## src/rtl/rv32_control_pkg.sv

```systemverilog
// Shared encodings for the RV32I multicycle control path.
// Contents:
//   state_e        sequencer states
//   iclass_e       instruction classes produced by instr_class_decode
//   OPC_*          base opcodes, INSN_EBREAK full encoding
//   ALU_*          ALU operation codes driven on alu_op_o
//   ADDR_*, PC_SRC_*, ALU_A_*, ALU_B_*, WD_*   datapath mux selects
//   alu_op_decode  funct3/funct7 -> ALU operation for OP and OP-IMM
package rv32_control_pkg;

   typedef enum logic [2:0] {
      S_RESET   = 3'd0,
      S_FETCH   = 3'd1,
      S_DECODE  = 3'd2,
      S_EXECUTE = 3'd3,
      S_MEM     = 3'd4,
      S_WB      = 3'd5,
      S_HALT    = 3'd6
   } state_e;

   typedef enum logic [3:0] {
      CL_NONE   = 4'd0,
      CL_LUI    = 4'd1,
      CL_AUIPC  = 4'd2,
      CL_JAL    = 4'd3,
      CL_JALR   = 4'd4,
      CL_BRANCH = 4'd5,
      CL_LOAD   = 4'd6,
      CL_STORE  = 4'd7,
      CL_OPIMM  = 4'd8,
      CL_OP     = 4'd9,
      CL_SYSTEM = 4'd10
   } iclass_e;

   localparam logic [6:0] OPC_LUI    = 7'b0110111;
   localparam logic [6:0] OPC_AUIPC  = 7'b0010111;
   localparam logic [6:0] OPC_JAL    = 7'b1101111;
   localparam logic [6:0] OPC_JALR   = 7'b1100111;
   localparam logic [6:0] OPC_BRANCH = 7'b1100011;
   localparam logic [6:0] OPC_LOAD   = 7'b0000011;
   localparam logic [6:0] OPC_STORE  = 7'b0100011;
   localparam logic [6:0] OPC_OPIMM  = 7'b0010011;
   localparam logic [6:0] OPC_OP     = 7'b0110011;
   localparam logic [6:0] OPC_SYSTEM = 7'b1110011;

   localparam logic [31:0] INSN_EBREAK = 32'h0010_0073;

   localparam logic [3:0] ALU_ADD  = 4'd0;
   localparam logic [3:0] ALU_SUB  = 4'd1;
   localparam logic [3:0] ALU_SLL  = 4'd2;
   localparam logic [3:0] ALU_SLT  = 4'd3;
   localparam logic [3:0] ALU_SLTU = 4'd4;
   localparam logic [3:0] ALU_XOR  = 4'd5;
   localparam logic [3:0] ALU_SRL  = 4'd6;
   localparam logic [3:0] ALU_SRA  = 4'd7;
   localparam logic [3:0] ALU_OR   = 4'd8;
   localparam logic [3:0] ALU_AND  = 4'd9;

   localparam logic       ADDR_PC     = 1'b0;
   localparam logic       ADDR_ALU    = 1'b1;
   localparam logic       PC_SRC_PC4  = 1'b0;
   localparam logic       PC_SRC_ALU  = 1'b1;
   localparam logic [1:0] ALU_A_RS1   = 2'd0;
   localparam logic [1:0] ALU_A_PC    = 2'd1;
   localparam logic [1:0] ALU_A_ZERO  = 2'd2;
   localparam logic [1:0] ALU_B_RS2   = 2'd0;
   localparam logic [1:0] ALU_B_IMM   = 2'd1;
   localparam logic [1:0] ALU_B_4     = 2'd2;
   localparam logic [1:0] WD_ALU      = 2'd0;
   localparam logic [1:0] WD_MEM      = 2'd1;
   localparam logic [1:0] WD_PC4      = 2'd2;

   // alt is instruction bit 30. It selects SUB only for register-register
   // ops (ADDI has no subtract form, bit 30 there is immediate data), but
   // selects SRA for both SRL/SRLI forms.
   function automatic logic [3:0] alu_op_decode(input logic [2:0] funct3,
                                                input logic       alt,
                                                input logic       is_reg);
      logic [3:0] op;
      case (funct3)
         3'd0:    op = (alt && is_reg) ? ALU_SUB : ALU_ADD;
         3'd1:    op = ALU_SLL;
         3'd2:    op = ALU_SLT;
         3'd3:    op = ALU_SLTU;
         3'd4:    op = ALU_XOR;
         3'd5:    op = alt ? ALU_SRA : ALU_SRL;
         3'd6:    op = ALU_OR;
         default: op = ALU_AND;
      endcase
      return op;
   endfunction

endpackage

```

## src/rtl/instr_class_decode.sv

```systemverilog
// Combinational instruction classifier for the multicycle sequencer.
// Ports:
//   ir_i       in   32  instruction word
//   class_o    out  4   instruction class (iclass_e)
//   illegal_o  out  1   unsupported opcode or reserved funct3
//   ebreak_o   out  1   exact EBREAK encoding
module instr_class_decode
   import rv32_control_pkg::*;
(
   input  logic [31:0] ir_i,
   output iclass_e     class_o,
   output logic        illegal_o,
   output logic        ebreak_o
);

   logic [6:0] opcode;
   logic [2:0] funct3;

   assign opcode = ir_i[6:0];
   assign funct3 = ir_i[14:12];

   always_comb begin
      class_o   = CL_NONE;
      illegal_o = 1'b0;
      ebreak_o  = 1'b0;
      case (opcode)
         OPC_LUI:   class_o = CL_LUI;
         OPC_AUIPC: class_o = CL_AUIPC;
         OPC_JAL:   class_o = CL_JAL;
         OPC_JALR:  class_o = CL_JALR;
         OPC_OPIMM: class_o = CL_OPIMM;
         OPC_OP:    class_o = CL_OP;
         OPC_BRANCH: begin
            class_o   = CL_BRANCH;
            illegal_o = (funct3 == 3'd2) || (funct3 == 3'd3);
         end
         OPC_LOAD: begin
            class_o   = CL_LOAD;
            illegal_o = (funct3 == 3'd3) || (funct3 >= 3'd6);
         end
         OPC_STORE: begin
            class_o   = CL_STORE;
            illegal_o = (funct3 >= 3'd3);
         end
         OPC_SYSTEM: begin
            // Only EBREAK is supported; every other SYSTEM encoding halts as illegal.
            class_o   = CL_SYSTEM;
            ebreak_o  = (ir_i == INSN_EBREAK);
            illegal_o = (ir_i != INSN_EBREAK);
         end
         default: illegal_o = 1'b1;
      endcase
   end

endmodule

```

## src/rtl/multicycle_sequencer.sv

```systemverilog
// Control FSM of the RV32I multicycle core. Steps each instruction through
// fetch/decode/execute/memory/write-back and drives the datapath selects.
// Ports:
//   clk_i, reset_i (sync, active high)
//   ir_i            instruction register (valid from DECODE on)
//   mem_ready_i     memory completes the current access this cycle
//   branch_taken_i  comparator result, sampled in EXECUTE
//   halt_i          halt request, honoured in FETCH
//   pc_ld_o, pc_src_o, ir_ld_o, mem_rd_o, mem_wr_o, addr_src_o
//   alu_a_src_o, alu_b_src_o, alu_op_o, wd_src_o, rf_wr_o
//   retire_o        pulse on the cycle an instruction completes
//   halted_o        high in S_HALT
//   illegal_o       sticky, set when the halt came from an illegal encoding
//   retired_cnt_o   retired-instruction count, wraps
//
// state     | meaning
// S_RESET   | post-reset idle cycle, all outputs low
// S_FETCH   | read instruction at PC, wait for mem_ready_i
// S_DECODE  | classify IR, trap illegal/EBREAK
// S_EXECUTE | ALU work; branches and jumps complete here
// S_MEM     | load/store data access at ALU result address
// S_WB      | register-file write, completes ALU/LUI/AUIPC/load
// S_HALT    | stopped until reset
module multicycle_sequencer
   import rv32_control_pkg::*;
#(
   parameter int CNT_WIDTH = 32
) (
   input  logic                 clk_i,
   input  logic                 reset_i,
   input  logic [31:0]          ir_i,
   input  logic                 mem_ready_i,
   input  logic                 branch_taken_i,
   input  logic                 halt_i,
   output logic                 pc_ld_o,
   output logic                 pc_src_o,
   output logic                 ir_ld_o,
   output logic                 mem_rd_o,
   output logic                 mem_wr_o,
   output logic                 addr_src_o,
   output logic [1:0]           alu_a_src_o,
   output logic [1:0]           alu_b_src_o,
   output logic [3:0]           alu_op_o,
   output logic [1:0]           wd_src_o,
   output logic                 rf_wr_o,
   output logic                 retire_o,
   output logic                 halted_o,
   output logic                 illegal_o,
   output logic [CNT_WIDTH-1:0] retired_cnt_o
);

   state_e               state_q, state_d;
   logic [CNT_WIDTH-1:0] cnt_q;
   logic                 illegal_q;
   logic                 illegal_set;

   iclass_e              cls;
   logic                 dec_illegal;
   logic                 dec_ebreak;
   logic                 is_load;

   instr_class_decode u_decode (
      .ir_i      (ir_i),
      .class_o   (cls),
      .illegal_o (dec_illegal),
      .ebreak_o  (dec_ebreak)
   );

   assign is_load = (cls == CL_LOAD);

   always_comb begin
      state_d     = state_q;
      illegal_set = 1'b0;
      pc_ld_o     = 1'b0;
      pc_src_o    = PC_SRC_PC4;
      ir_ld_o     = 1'b0;
      mem_rd_o    = 1'b0;
      mem_wr_o    = 1'b0;
      addr_src_o  = ADDR_PC;
      alu_a_src_o = ALU_A_RS1;
      alu_b_src_o = ALU_B_RS2;
      alu_op_o    = ALU_ADD;
      wd_src_o    = WD_ALU;
      rf_wr_o     = 1'b0;
      retire_o    = 1'b0;
      halted_o    = 1'b0;

      case (state_q)
         S_RESET: state_d = S_FETCH;

         S_FETCH: begin
            if (halt_i) begin
               state_d = S_HALT;
            end else begin
               mem_rd_o   = 1'b1;
               addr_src_o = ADDR_PC;
               if (mem_ready_i) begin
                  ir_ld_o  = 1'b1;
                  pc_ld_o  = 1'b1;
                  pc_src_o = PC_SRC_PC4;
                  state_d  = S_DECODE;
               end
            end
         end

         S_DECODE: begin
            if (dec_illegal) begin
               illegal_set = 1'b1;
               state_d     = S_HALT;
            end else if (dec_ebreak) begin
               state_d = S_HALT;
            end else begin
               state_d = S_EXECUTE;
            end
         end

         S_EXECUTE: begin
            alu_b_src_o = ALU_B_IMM;
            case (cls)
               CL_BRANCH: begin
                  alu_a_src_o = ALU_A_PC;
                  pc_ld_o     = branch_taken_i;
                  pc_src_o    = PC_SRC_ALU;
                  retire_o    = 1'b1;
                  state_d     = S_FETCH;
               end
               CL_JAL, CL_JALR: begin
                  alu_a_src_o = (cls == CL_JAL) ? ALU_A_PC : ALU_A_RS1;
                  rf_wr_o     = 1'b1;
                  wd_src_o    = WD_PC4;
                  pc_ld_o     = 1'b1;
                  pc_src_o    = PC_SRC_ALU;
                  retire_o    = 1'b1;
                  state_d     = S_FETCH;
               end
               CL_LOAD, CL_STORE: state_d = S_MEM;
               CL_OP: begin
                  alu_b_src_o = ALU_B_RS2;
                  alu_op_o    = alu_op_decode(ir_i[14:12], ir_i[30], 1'b1);
                  state_d     = S_WB;
               end
               CL_OPIMM: begin
                  alu_op_o = alu_op_decode(ir_i[14:12], ir_i[30], 1'b0);
                  state_d  = S_WB;
               end
               CL_LUI: begin
                  alu_a_src_o = ALU_A_ZERO;
                  state_d     = S_WB;
               end
               CL_AUIPC: begin
                  alu_a_src_o = ALU_A_PC;
                  state_d     = S_WB;
               end
               // IR changed under us after DECODE; stop rather than guess.
               default: state_d = S_HALT;
            endcase
         end

         S_MEM: begin
            addr_src_o = ADDR_ALU;
            mem_rd_o   = is_load;
            mem_wr_o   = !is_load;
            if (mem_ready_i) begin
               if (is_load) begin
                  state_d = S_WB;
               end else begin
                  retire_o = 1'b1;
                  state_d  = S_FETCH;
               end
            end
         end

         S_WB: begin
            rf_wr_o  = 1'b1;
            wd_src_o = is_load ? WD_MEM : WD_ALU;
            retire_o = 1'b1;
            state_d  = S_FETCH;
         end

         S_HALT: halted_o = 1'b1;

         default: state_d = S_RESET;
      endcase
   end

   always_ff @(posedge clk_i) begin
      if (reset_i) begin
         state_q   <= S_RESET;
         cnt_q     <= '0;
         illegal_q <= 1'b0;
      end else begin
         state_q <= state_d;
         if (retire_o) begin
            cnt_q <= cnt_q + CNT_WIDTH'(1);
         end
         if (illegal_set) begin
            illegal_q <= 1'b1;
         end
      end
   end

   assign illegal_o     = illegal_q;
   assign retired_cnt_o = cnt_q;

endmodule

```

## config.mk

```make
export PLATFORM = sky130hd
export DESIGN_NAME = multicycle_sequencer
export DESIGN_NICKNAME = d
export VERILOG_FILES = /design/src/rtl/rv32_control_pkg.sv /design/src/rtl/instr_class_decode.sv /design/src/rtl/multicycle_sequencer.sv
export SDC_FILE = /design/constraint.sdc
export NUM_CORES = 1
export LEC_CHECK = 0
export CAP_MARGIN = 0
export CORE_MARGIN = 3
export CORE_UTILIZATION = 40
export CTS_CLUSTER_SIZE = 28
export DETAILED_ROUTE_END_ITERATION = 10
export GPL_ROUTABILITY_DRIVEN = 0
export PLACE_DENSITY = 0.73
export RECOVER_POWER = 25
export REMOVE_ABC_BUFFERS = 1
export SETUP_SLACK_MARGIN = 0.2
export SLEW_MARGIN = 10
export SYNTH_ARGS = -nofsm -noshare
export SYNTH_HDL_FRONTEND = slang
export SYNTH_HIERARCHICAL = 1
export SYNTH_SLANG_ARGS = --single-unit
```

## constraint.sdc

```tcl
create_clock -name clk_i -period 5.58 [get_ports clk_i]
set_input_delay 1.395 -clock clk_i [delete_from_list [all_inputs] [get_ports clk_i]]
set_output_delay 1.395 -clock clk_i [all_outputs]
set_load 0.02 [all_outputs]
```

==> impl_summary.txt, run 1 <==
----------------------------------------------------
[Clocking]
  Clock transition at the registers of the reported paths ... 0.08 ns
  Maximum buffer depth of the clock tree ... 2
  CTS root buffer ... sky130_fd_sc_hd__clkbuf_8
  Number of clock buffers inserted by TritonCTS ... 5
  Maximum level of the CTS H-tree ... 2
  Hold buffer count at CTS ... 0
  TritonCTS Sinks ... 36
  TritonCTS clock tree ... yes
  Latest clock arrival within the worst-skew pair ... 0.29 ns

[STA]
  Number of setup violations in the final report ... 0
  Final slew viol count ... 0
  Final clock skew ... 0.00911 ns
  Max Freq ... 194 MHz
  Tightest Pin Transition ... ~0.56 ns
  Final Hold Violating Endpoints ... 0
  Smallest setup slack after layout ... 0.421 ns
  Post-route worst hold slack ... approximately 0.49 ns
  Fin Setup TNS ... 0 ns
  Setup repair after global routing missed its margin ... no
  Final Cycle Share ... 92.5%
  Slew headroom ... 62.5%
  Crit path time final ... about 5.2 ns

[Cells and area]
  Antenna Diode Count ... 0
  Post-route standard cell area excluding fillers ... roughly 3500 um^2
  Count of nets after finishing ... approximately 440
  Final design utilization ... between 60% and 70%
  Layout cells sized above 1 ... 7.88%
  Area added between synthesis and finish ... 43.4%

[Global routing]
  Remaining global-route overflow ... 0
  Maximum number of pins on one net before global-route repair ... 37
  Global-route wire length before repair ... about 11 mm
  Initial antenna violation count ... 0
  GRT Util Overall ... 19.3%
  Vias in the first global route ... 2406

[Yosys]
  Top-count cell post-synth ... sky130_fd_sc_hd__nor2_1
  Synth top area cells ... sky130_fd_sc_hd__dfxtp_1 (30%), sky130_fd_sc_hd__nor2_1 (6.8%), sky130_fd_sc_hd__xor2_1 (6.5%)
  Avg Inst Size Synth ... around 7.7 um^2
  Most frequent cells after synthesis ... sky130_fd_sc_hd__nor2_1 (44), sky130_fd_sc_hd__dfxtp_1 (36), sky130_fd_sc_hd__a21oi_1 (21), sky130_fd_sc_hd__o21ai_0 (21)
  Compound-Gate Fraction of Synth Area ... 23.9%
  Number of standard cells after synthesis ... 319
  Cell area after synthesis ... roughly 2400 um^2
  Register bit total from synthesis ... 36
  Yosys warns ... 6
  Mux cell area share after synthesis ... 0.410%
  Simple-gate share of the synthesized area ... 32.4%
  Primary flip-flop cell chosen by synthesis mapping ... sky130_fd_sc_hd__dfxtp_1
  Main combinational cell family by area after synthesis ... simple AND/OR/NAND/NOR gates
  Library cell with the largest summed area after synthesis ... sky130_fd_sc_hd__dfxtp_1
  EDFF count, synth ... 0
  Post-synthesis cell type count ... 55
  Adder-Cell Fraction of Synth Area ... 0.512%
  Area share of the largest cell type after synthesis ... 29.5%
  Xor and xnor fraction of the mapped netlist area ... under 10%
  Fraction of registers with async set/reset ... 0%
  Post-synthesis sequential area ratio ... 29.5%

[Critical path]
  Critical path class ... in2out
  Cell type of the slowest stage on the worst timing path ... sky130_fd_sc_hd__clkdlybuf4s50_1
  Type of element launching the critical path ... input port
  Series of cell instances along the critical path ... clkdlybuf4s50_1 -> buf_4 -> nand3b_1 -> a21oi_1 -> a21oi_1 -> nor2_1 -> buf_4 -> nor2_1 -> nand3_1 -> nor2_1 -> clkdlybuf4s50_1
  Cell repeated most along the worst path ... sky130_fd_sc_hd__nor2_1
  Slowest Stage Delay on Critical Path ... 0.62 ns
  Required time of the critical path ... 4.18 ns
  Critical Path Sink Type ... primary output
  Data arrival, critical path ... 3.76 ns
  Worst-path maximum fanout ... 10

[Placement]
  Input/output buffers ... 87
  Total half-perimeter wirelength after legalization and detailed placement ... 5.26 mm
  Dpl cell area ... around 3400 um^2
  Setup slack after placement ... 0.220 ns

[Die]
  I/O pin count ... 89
  Placement row count ... 27
  Die footprint ... 7080 um^2
  Starting density of the core ... 42.8%
  Area of the placeable core ... 5710 um^2
  Horiz. Die Dim ... 84.1 um
  Vertical extent of the die ... 84.1 um

[Detailed routing]
  DRC violation count after routing ... 0
  Length of routed met3 wiring ... 279 um
  Wire length per cell after detailed routing ... 14.5 um
  Initial detailed-routing violation count ... 151
  First-pass DRT Iterations ... 4
  DR vias ... 2689
  Highest routed layer ... met4
  Routed metal-1 wirelength ... 3.22 mm
  Routed wl met2 ... between 3 and 4 mm
  Antenna Violating Nets Remaining ... 0
  Vias per Instance ... 5.63
  Detailed-route wire length ... between 6 and 7 mm

[Pwr]
  Leakage power summed over all cells ... 1.37 nW
  IR drop worst, VDD ... 126 uV
  PD cells ... 195 nW/um^2

[Status]
  Result of the run ... finished, final reports clean

[Flow run]
  Max Cap Viol ... 0

[Worst hold path]
  Hold Crit Class ... reg2reg

----------------------------------------------------
## cell type report
type	instances	area, um^2
inverter	10	37.5
multi-input combinational	252	1580
clock buffer	7	86.3
sequential	36	721
tap	72	90.1
timing repair buffer	100	986
clock inverter	1	7.51
fill	540	2210
## layout by cell type, fill, tap and decap left out, types with 10 or more instances in the layout
master	netlist	layout
sky130_fd_sc_hd__dlygate4sd3_1	0	21
sky130_fd_sc_hd__o2111ai_1	10	10
sky130_fd_sc_hd__xor2_1	18	18
sky130_fd_sc_hd__nand2_1	18	18
sky130_fd_sc_hd__a21oi_1	21	21
sky130_fd_sc_hd__nor3_1	12	12
sky130_fd_sc_hd__inv_1	10	10
sky130_fd_sc_hd__buf_4	4	13
sky130_fd_sc_hd__nand3_1	11	11
sky130_fd_sc_hd__o21ai_0	21	21
sky130_fd_sc_hd__nor2_1	44	44
sky130_fd_sc_hd__dfxtp_1	36	36
sky130_fd_sc_hd__clkdlybuf4s50_1	0	59
## power by group
| group | switching [W] | internal, W |
|---|---|---|
| sequential | 0.0000280 | 0.000268 |
| combinational | 0.000102 | 0.0000887 |
| clock | 0.0000956 | 0.000100 |
| total | 0.000226 | 0.000457 |
## sequential cells by signal, indices dropped and copies added (netlist names)
register and cells:
state_q 3, illegal_o 1, retired_cnt_o 32
## critical path: cells and delay by family
| family | cells | cell delay (ns) |
|---|---|---|
| AND/OR/NAND/NOR | 5 | 0.75 |
| AO/OA/AOI/OAI | 2 | 0.18 |
| buffers and inverters | 4 | 1.43 |
## metal layers
| metal | global-route usage, % | up-vias |
|---|---|---|
| li1 | - | 1351 |
| met1 | 26.7 | 1276 |
| met2 | 30.8 | 57 |
| met3 | 3.04 | 5 |
| met4 | 6.14 | 0 |
| met5 | 0 | - |
## what timing repair did
item                       CTS  global route
setup endpoints to repair    0             7
resized for setup            0             7
setup buffers                0             1
## worst paths after layout
kind / from / end / slack [ns] / cells past startpoint
max: ir_i[4] / alu_op_o[1] / 0.42 / 11
min: retired_cnt_o[31] / retired_cnt_o[31] / 0.49 / 2
min reg2reg: retired_cnt_o[31] / retired_cnt_o[31] / 0.49 / 2
max reg2reg: state_q[0] / retired_cnt_o[23] / 3.16 / 6
## cell families after synthesis
logic type               after synthesis
adder cells (fa/ha/maj)                1
buffers and inverters                 31
XOR/XNOR                              19
multiplexers                           1
AND/OR/NAND/NOR                      144
AO/OA/AOI/OAI                         86
other                                  1
flip-flops                            36
## metrics by stage
stage          power (W)  std cells
3_5_place_dp    0.000493        469
6_report        0.000683        478
4_1_cts         0.000689        477
3_3_place_gp    0.000491        469
5_1_grt         0.000719        478
2_1_floorplan   0.000393        298
Power figures use the tool's default switching activity.
==> run 2, diff against run 1 <==
--- a/config.mk
+++ b/config.mk
@@ -5,13 +5,14 @@
 export SDC_FILE = /design/constraint.sdc
 export NUM_CORES = 1
 export LEC_CHECK = 0
+export ABC_AREA = 1
 export CAP_MARGIN = 0
 export CORE_MARGIN = 3
 export CORE_UTILIZATION = 40
 export CTS_CLUSTER_SIZE = 28
 export DETAILED_ROUTE_END_ITERATION = 10
 export GPL_ROUTABILITY_DRIVEN = 0
-export PLACE_DENSITY = 0.73
+export PLACE_DENSITY_LB_ADDON = 0.05
 export RECOVER_POWER = 25
 export REMOVE_ABC_BUFFERS = 1
 export SETUP_SLACK_MARGIN = 0.2
==> impl_summary.txt, run 2 <==
----------------------------------------------------
[Clocking]
  TritonCTS clock tree ... yes (unchanged)
  Count of instances resized after the clock tree is built ... 2 (was 0)
  Number of clock buffers inserted by TritonCTS ... 5 (unchanged)
  Maximum level of the CTS H-tree ... 2 (unchanged)
  TritonCTS Sinks ... 36 (unchanged)
  CTS root buffer ... sky130_fd_sc_hd__clkbuf_8 (unchanged)
  Maximum buffer depth of the clock tree ... 2 (unchanged)
  Hold buffer count at CTS ... 0 (unchanged)
  Latest clock arrival within the worst-skew pair ... 0.29 ns (about the same)
  Post-CTS setup repair buffer count ... 0 (unchanged)
  Clock transition at the registers of the reported paths ... 0.08 ns (about the same)

[Critical path]
  Stages on the worst setup path ... 13 (was 11)
  Buffers & Inverters on Critical Path ... 4 (unchanged)
  Largest delay contributor family on the critical path ... buffers and inverters (unchanged)
  Cell type of the slowest stage on the worst timing path ... sky130_fd_sc_hd__clkdlybuf4s50_1 (unchanged)
  Type of element launching the critical path ... input port (unchanged)
  Data arrival, critical path ... 3.81 ns (was 3.76 ns)
  Critical path class ... in2out (unchanged)
  Series of cell instances along the critical path ... clkdlybuf4s50_1 -> inv_2 -> nand2_2 -> nor2_4 -> nand2_1 -> nor2_1 -> a21oi_1 -> nand3b_1 -> inv_2 -> nor2_4 -> nand2_1 -> a31oi_1 -> clkdlybuf4s50_1 (was clkdlybuf4s50_1 -> buf_4 -> nand3b_1 -> a21oi_1 -> a21oi_1 -> nor2_1 -> buf_4 -> nor2_1 -> nand3_1 -> nor2_1 -> clkdlybuf4s50_1)
  Required time of the critical path ... 4.18 ns (about the same)
  Critical Path Sink Type ... primary output (unchanged)
  Worst-path maximum fanout ... 8 (was 10)
  Logic depth of the worst register-to-register path ... 9 (was 6)
  Slowest Stage Delay on Critical Path ... 0.63 ns (was 0.62 ns)

[Yosys]
  Primary flip-flop cell chosen by synthesis mapping ... sky130_fd_sc_hd__dfxtp_1 (unchanged)
  Post-synthesis cell type count ... 32 (was 55)
  Register bit total from synthesis ... 36 (unchanged)
  Number of standard cells after synthesis ... 552 (was 319)
  Most frequent cells after synthesis ... sky130_fd_sc_hd__nand2_1 (189), sky130_fd_sc_hd__nor2_1 (91), sky130_fd_sc_hd__inv_1 (67) (was sky130_fd_sc_hd__nor2_1 (44), sky130_fd_sc_hd__dfxtp_1 (36), sky130_fd_sc_hd__a21oi_1 (21), sky130_fd_sc_hd__o21ai_0 (21))
  Area share of the largest cell type after synthesis ... 23.3% (was 29.5%)
  Avg Inst Size Synth ... 5.60 um^2 (was 7.66 um^2)
  Synth top area cells ... sky130_fd_sc_hd__dfxtp_1 (23%), sky130_fd_sc_hd__nand2_1 (23%), sky130_fd_sc_hd__nor2_1 (11%) (was sky130_fd_sc_hd__dfxtp_1 (30%), sky130_fd_sc_hd__nor2_1 (6.8%), sky130_fd_sc_hd__xor2_1 (6.5%))
  Cell area after synthesis ... 3090 um^2 (was 2440 um^2)
  Library cell with the largest summed area after synthesis ... sky130_fd_sc_hd__dfxtp_1 (unchanged)
  Post-synthesis sequential area ratio ... 23.3% (was 29.5%)
  Top-count cell post-synth ... sky130_fd_sc_hd__nand2_1 (was sky130_fd_sc_hd__nor2_1)
  Fraction of registers with async set/reset ... 0% (unchanged)
  Yosys warns ... 6 (unchanged)
  EDFF count, synth ... 0 (unchanged)

[STA]
  Final slew viol count ... 0 (unchanged)
  Max Freq ... 192 MHz (was 194 MHz)
  Tightest Pin Transition ... 0.612 ns (was 0.558 ns)
  Fin Setup TNS ... 0 ns (unchanged)
  Final clock skew ... 0.00866 ns (was 0.00911 ns)
  Final Cycle Share ... 93.3% (was 92.5%)
  Number of setup violations in the final report ... 0 (unchanged)
  Slew headroom ... 59.1% (was 62.5%)
  Final Hold Violating Endpoints ... 0 (unchanged)
  Crit path time final ... 5.21 ns (was 5.16 ns)
  Setup repair after global routing missed its margin ... no (unchanged)

[Detailed routing]
  Vias per Instance ... 4.72 (was 5.63)
  Antenna Violating Nets Remaining ... 0 (unchanged)
  DR vias ... 3474 (was 2689)
  DRC violation count after routing ... 0 (unchanged)
  First-pass DRT Iterations ... 4 (unchanged)
  Wire length per cell after detailed routing ... 11.9 um (was 14.5 um)
  Initial detailed-routing violation count ... 122 (was 151)
  Detailed-route wire length ... 8.78 mm (was 6.91 mm)

[Flow run]
  Max Cap Viol ... 0 (unchanged)

[Pwr]
  Sw Ratio ... 39.8% (was 33.1%)
  IR drop worst, VDD ... 120 uV (was 126 uV)
  Switch Pwr ... 0.000323 W (was 0.000226 W)
  Leakage power summed over all cells ... 1.80 nW (was 1.37 nW)
  Proportion of power drawn by flip-flops and latches ... 36.9% (was 43.3%)
  Clock network power share ... 24.9% (was 28.7%)
  Power consumption ... 0.000812 W (was 0.000683 W)
  Proportion of power drawn by combinational gates ... 38.1% (was 28.0%)
  Internal power ... 0.000489 W (was 0.000457 W)
  PD cells ... 197 nW/um^2 (was 195 nW/um^2)

[Worst hold path]
  Number of instances on the worst hold path ... 2 (unchanged)
  Hold Crit Class ... reg2reg (unchanged)

[Die]
  Placement row count ... 31 (was 27)
  Die footprint ... 8820 um^2 (was 7080 um^2)
  Starting density of the core ... 41.9% (was 42.8%)
  Horiz. Die Dim ... 93.9 um (was 84.1 um)
  I/O pin count ... 89 (unchanged)
  Vertical extent of the die ... 93.9 um (was 84.1 um)
  Area of the placeable core ... 7370 um^2 (was 5710 um^2)

[Global routing]
  GRT Util Overall ... 20.4% (was 19.3%)
  Initial antenna violation count ... 0 (unchanged)
  Vias in the first global route ... 3163 (was 2406)
  Remaining global-route overflow ... 0 (unchanged)
  Global-route wire length before repair ... 14.7 mm (was 11.5 mm)
  Maximum number of pins on one net before global-route repair ... 40 (was 37)

[Cells and area]
  Most common cell after layout, fill and taps aside ... sky130_fd_sc_hd__nand2_1 (was sky130_fd_sc_hd__clkdlybuf4s50_1)
  Area added between synthesis and finish ... 33.6% (was 43.4%)
  Count of fill cells added during filler insertion ... 774 (was 540)
  Layout cells sized above 1 ... 8.95% (was 7.88%)
  Count of nets after finishing ... 674 (was 443)
  Flip-flop count of the largest register, all copies and words added ... 32 (unchanged)
  Most used cells in the layout excluding fill and tap cells ... sky130_fd_sc_hd__nand2_1 (189), sky130_fd_sc_hd__nor2_1 (90), sky130_fd_sc_hd__inv_1 (67) (was sky130_fd_sc_hd__clkdlybuf4s50_1 (59), sky130_fd_sc_hd__nor2_1 (44), sky130_fd_sc_hd__dfxtp_1 (36))
  Total area of sequential cells ... 721 um^2 (unchanged)
  Multi-input combinational cell area ... 2010 um^2 (was 1580 um^2)
  Antenna Diode Count ... 0 (unchanged)

[Placement]
  Input/output buffers ... 87 (unchanged)
  Total half-perimeter wirelength after legalization and detailed placement ... 6.96 mm (was 5.26 mm)

[Status]
  Result of the run ... finished, final reports clean (unchanged)

----------------------------------------------------
[run 2: changes by cell type after synthesis, moves of 11 or more]
cell	previous run	this run
sky130_fd_sc_hd__nand3_1	11	42
sky130_fd_sc_hd__a21oi_1	21	33
sky130_fd_sc_hd__nor2_1	44	91
sky130_fd_sc_hd__nand2_1	18	189
sky130_fd_sc_hd__xor2_1	18	7
sky130_fd_sc_hd__nand2_2	0	15
sky130_fd_sc_hd__o21ai_0	21	9
sky130_fd_sc_hd__inv_1	10	67
[run 2: power by group through the flow]
stage               Combinational, W  Clock [W]  Sequential, W
finish                      0.000310   0.000202       0.000300
global route                0.000342   0.000218       0.000303
CTS                         0.000315   0.000207       0.000299
detailed placement          0.000315          0       0.000305
global placement            0.000311          0       0.000305
floorplan                   0.000183          0       0.000306
[run 2: tightest hold or removal path, delay by kind of cell, from the launching register on]
family                 cells  cell delay (ns)
flip-flops                 1             0.31
AO/OA/AOI/OAI              1             0.05
buffers and inverters      1             0.04
[run 2: cells by family after synthesis]
kind of cell,count (synthesis),synth area share (%)
compound gates,55,10.3
xor+xnor,10,2.83
fa+ha+maj,1,0.405
buf+inv,85,11.8
flops,36,23.3
other cells,1,0.121
simple gates,364,51.2
[run 2: layout make-up]
| class | count | area share [%] |
|---|---|---|
| clock inverters | 2 | 0.364 |
| flip-flops and latches | 36 | 17.5 |
| clock buffers | 6 | 2.00 |
| multi-input cells | 431 | 48.7 |
| well taps | 99 | 3.00 |
| repair buffers | 89 | 21.8 |
| inverters | 73 | 6.64 |
[run 2: stage by stage]
step                      utilization, %  instances  setup slack [ns]  hold WS, ns  instance area [um^2]
after detailed placement            54.4        728             0.140        0.440                  4010
after floorplan                        -        540              1.23        0.519                  3000
after global placement              54.4        728             0.209        0.438                  4010
final                               56.0        736             0.372        0.446                  4130
after global routing                56.0        736             0.209        0.495                  4130
after CTS                           55.7        736             0.234        0.453                  4100
[run 2: path summary, 6_finish.rpt]
kind              slack (ns)             start           endpoint
hold reg to reg         0.45         illegal_o          illegal_o
hold / removal          0.45         illegal_o          illegal_o
setup reg to reg        3.70  retired_cnt_o[0]  retired_cnt_o[30]
setup / recovery        0.37           ir_i[3]     alu_a_src_o[0]
[run 2: routing by layer]
layer | global-route usage (%) | part of all wire, % | up-vias
met3 | 3.69 | 6.6 | 5
met1 | 28.9 | 49 | 1498
met4 | 3.01 | 0.50 | 0
li1 | - | - | 1875
met5 | 0 | 0 | -
met2 | 32.9 | 44 | 96
==> run 3, diff against run 2 <==
--- a/config.mk
+++ b/config.mk
@@ -11,10 +11,8 @@
 export CORE_UTILIZATION = 40
 export CTS_CLUSTER_SIZE = 28
 export DETAILED_ROUTE_END_ITERATION = 10
-export GPL_ROUTABILITY_DRIVEN = 0
 export PLACE_DENSITY_LB_ADDON = 0.05
 export RECOVER_POWER = 25
-export REMOVE_ABC_BUFFERS = 1
 export SETUP_SLACK_MARGIN = 0.2
 export SLEW_MARGIN = 10
 export SYNTH_ARGS = -nofsm -noshare
==> impl_summary.txt, run 3 (synthesis gave the netlist of run 2 again) <==
----------------------------------------------------
[Status]
  Result of the run ... finished, final reports clean (unchanged)

[Detailed routing]
  Highest routed layer ... met4 (unchanged)
  Initial detailed-routing violation count ... 172 (was 122)
  Routed metal-1 wirelength ... 4.49 mm (was 4.28 mm)
  Vias per Instance ... 4.84 (was 4.72)
  First-pass DRT Iterations ... 5 (was 4)
  Routed wl met2 ... 3.88 mm (about the same)
  Length of routed met3 wiring ... 640 um (was 575 um)
  Wire length per cell after detailed routing ... 12.3 um (was 11.9 um)
  Antenna Violating Nets Remaining ... 0 (unchanged)
  Detailed-route wire length ... 9.06 mm (was 8.78 mm)
  DRC violation count after routing ... 0 (unchanged)
  DR vias ... 3559 (was 3474)

[Critical path]
  Start point of the critical path ... ir_i[5] (was ir_i[3])
  Critical Path Sink Type ... primary output (unchanged)
  Type of element launching the critical path ... input port (unchanged)
  Origin of the critical flop-to-flop path ... retired_cnt_o[0] (unchanged)
  Worst-path maximum fanout ... 7 (was 8)
  Data arrival, critical path ... 3.96 ns (was 3.81 ns)
  Required time of the critical path ... 4.18 ns (about the same)
  Critical path class ... in2out (unchanged)

[Clocking]
  TritonCTS clock tree ... yes (unchanged)
  Clock transition at the registers of the reported paths ... 0.08 ns (about the same)
  TritonCTS Sinks ... 36 (unchanged)
  CTS root buffer ... sky130_fd_sc_hd__clkbuf_8 (unchanged)
  Number of clock buffers inserted by TritonCTS ... 5 (unchanged)
  Latest clock arrival within the worst-skew pair ... 0.29 ns (about the same)
  Maximum buffer depth of the clock tree ... 2 (unchanged)
  Maximum level of the CTS H-tree ... 2 (unchanged)
  Post-CTS setup repair buffer count ... 0 (unchanged)

[Cells and area]
  Most used cells in the layout excluding fill and tap cells ... sky130_fd_sc_hd__nand2_1 (189), sky130_fd_sc_hd__nor2_1 (90), sky130_fd_sc_hd__inv_1 (67) (unchanged)
  Most common cell after layout, fill and taps aside ... sky130_fd_sc_hd__nand2_1 (unchanged)
  Layout cells sized above 1 ... 8.95% (unchanged)
  Flip-flop count of the largest register, all copies and words added ... 32 (unchanged)
  Post-route standard cell area excluding fillers ... 4110 um^2 (was 4130 um^2)
  Count of nets after finishing ... 674 (unchanged)
  Area added between synthesis and finish ... 33.0% (was 33.6%)
  Antenna Diode Count ... 0 (unchanged)
  Final design utilization ... 55.8% (was 56.0%)

[Yosys]
  Synthesized netlist net count ... between 500 and 600

[STA]
  Crit path time final ... 5.35 ns (was 5.21 ns)
  Final slew viol count ... 0 (unchanged)
  Setup repair after global routing missed its margin ... yes (was no)
  Slew headroom ... 52.0% (was 59.1%)
  Final Hold Violating Endpoints ... 0 (unchanged)
  Final Cycle Share ... 96.0% (was 93.3%)
  Tightest Pin Transition ... 0.717 ns (was 0.612 ns)
  Post-route worst hold slack ... 0.453 ns (was 0.446 ns)
  Fin Setup TNS ... 0 ns (unchanged)
  Number of setup violations in the final report ... 0 (unchanged)
  Max Freq ... 187 MHz (was 192 MHz)
  Final clock skew ... 0.00423 ns (was 0.00866 ns)

[Global routing]
  Initial antenna violation count ... 0 (unchanged)
  Remaining global-route overflow ... 0 (unchanged)
  GRT Util Overall ... 21.2% (was 20.4%)
  Global-route wire length before repair ... 15.2 mm (was 14.7 mm)
  Maximum number of pins on one net before global-route repair ... 40 (unchanged)
  Vias in the first global route ... 3191 (was 3163)

[Placement]
  Dpl cell area ... 4010 um^2 (unchanged)
  RePlAce Congestion ... between 0.9 and 1
  Input/output buffers ... 87 (unchanged)
  Total half-perimeter wirelength after legalization and detailed placement ... 7.22 mm (was 6.96 mm)

[Pwr]
  Leakage power summed over all cells ... 1.76 nW (was 1.80 nW)
  Power consumption ... 0.000799 W (was 0.000812 W)
  IR drop worst, VDD ... 107 uV (was 120 uV)
  PD cells ... 194 nW/um^2 (was 197 nW/um^2)

[Worst hold path]
  Hold Crit Class ... reg2reg (unchanged)
  Worst Hold Launch ... illegal_o (unchanged)

[Die]
  Area of the placeable core ... 7370 um^2 (unchanged)
  Vertical extent of the die ... 93.9 um (unchanged)
  Starting density of the core ... 41.9% (unchanged)
  Die footprint ... 8820 um^2 (unchanged)
  Horiz. Die Dim ... 93.9 um (unchanged)
  Placement row count ... 31 (unchanged)
  I/O pin count ... 89 (unchanged)

[Flow run]
  Max Cap Viol ... 0 (unchanged)

----------------------------------------------------
## run 3: changes by cell type in the layout (fill, tap and decap cells not counted)
cell / delta
sky130_fd_sc_hd__clkdlybuf4s50_1: +3
sky130_fd_sc_hd__a21oi_1: +1
sky130_fd_sc_hd__clkinvlp_4: -2
sky130_fd_sc_hd__a21oi_2: -1
sky130_fd_sc_hd__nand3_1: -1
sky130_fd_sc_hd__clkinv_4: +1
sky130_fd_sc_hd__clkbuf_8: -1
sky130_fd_sc_hd__dlymetal6s2s_1: -3
sky130_fd_sc_hd__clkinv_2: +2
sky130_fd_sc_hd__nand3_2: +1
## run 3: worst paths after layout
kind | endpoint | slack [ns] | cells past startpoint
max | alu_op_o[0] | 0.23 | 14
min | illegal_o | 0.45 | 2
max reg2reg | retired_cnt_o[14] | 3.64 | 8
min reg2reg | illegal_o | 0.45 | 2
## run 3: through the flow
stage,setup WS [ns],cells
floorplan,1.23,552
global placement,0.213,728
detailed placement,0.116,728
CTS,0.226,736
global route,0.0337,736
finish,0.225,736
## run 3: area by class of cell
class	instances	area (um^2)
Fill cell	761	3260
Multi-Input combinational cell	431	2010
Timing Repair Buffer	89	893
Sequential cell	36	721
Inverter	73	274
Tap cell	99	124
Clock buffer	5	68.8
Clock inverter	3	18.8
## run 3: repair_timing
action                     in CTS  in global routing
hold buffers                    0                  0
gates resized for setup         2                  6
cloned                          0                  0
setup endpoints to repair       2                 10
hold endpoints to repair        0                  0
## run 3: power by group
group          total [W]  internal [W]  switching [W]
clock           0.000192     0.0000872       0.000104
sequential      0.000298      0.000273      0.0000255
combinational   0.000309      0.000117       0.000193
## run 3: critical path, cell delays in order
cell and delay, ns:
sky130_fd_sc_hd__clkdlybuf4s50_1 0.52, sky130_fd_sc_hd__nand2_1 0.14, sky130_fd_sc_hd__nor2_2 0.06, sky130_fd_sc_hd__nand3_1 0.13, sky130_fd_sc_hd__nand2_1 0.05, sky130_fd_sc_hd__nand3b_1 0.29
sky130_fd_sc_hd__nor2_2 0.23, sky130_fd_sc_hd__nand3_1 0.08, sky130_fd_sc_hd__inv_1 0.08, sky130_fd_sc_hd__nand3_1 0.06, sky130_fd_sc_hd__o21ai_0 0.07, sky130_fd_sc_hd__nand3_1 0.09
sky130_fd_sc_hd__a21oi_1 0.14, sky130_fd_sc_hd__clkdlybuf4s50_1 0.62
## run 3: layer usage
layer | GRT usage (%) | up-vias
li1 | - | 1875
met1 | 30.9 | 1568
met2 | 32.7 | 109
met3 | 4.41 | 7
met4 | 3.01 | 0
met5 | 0 | -
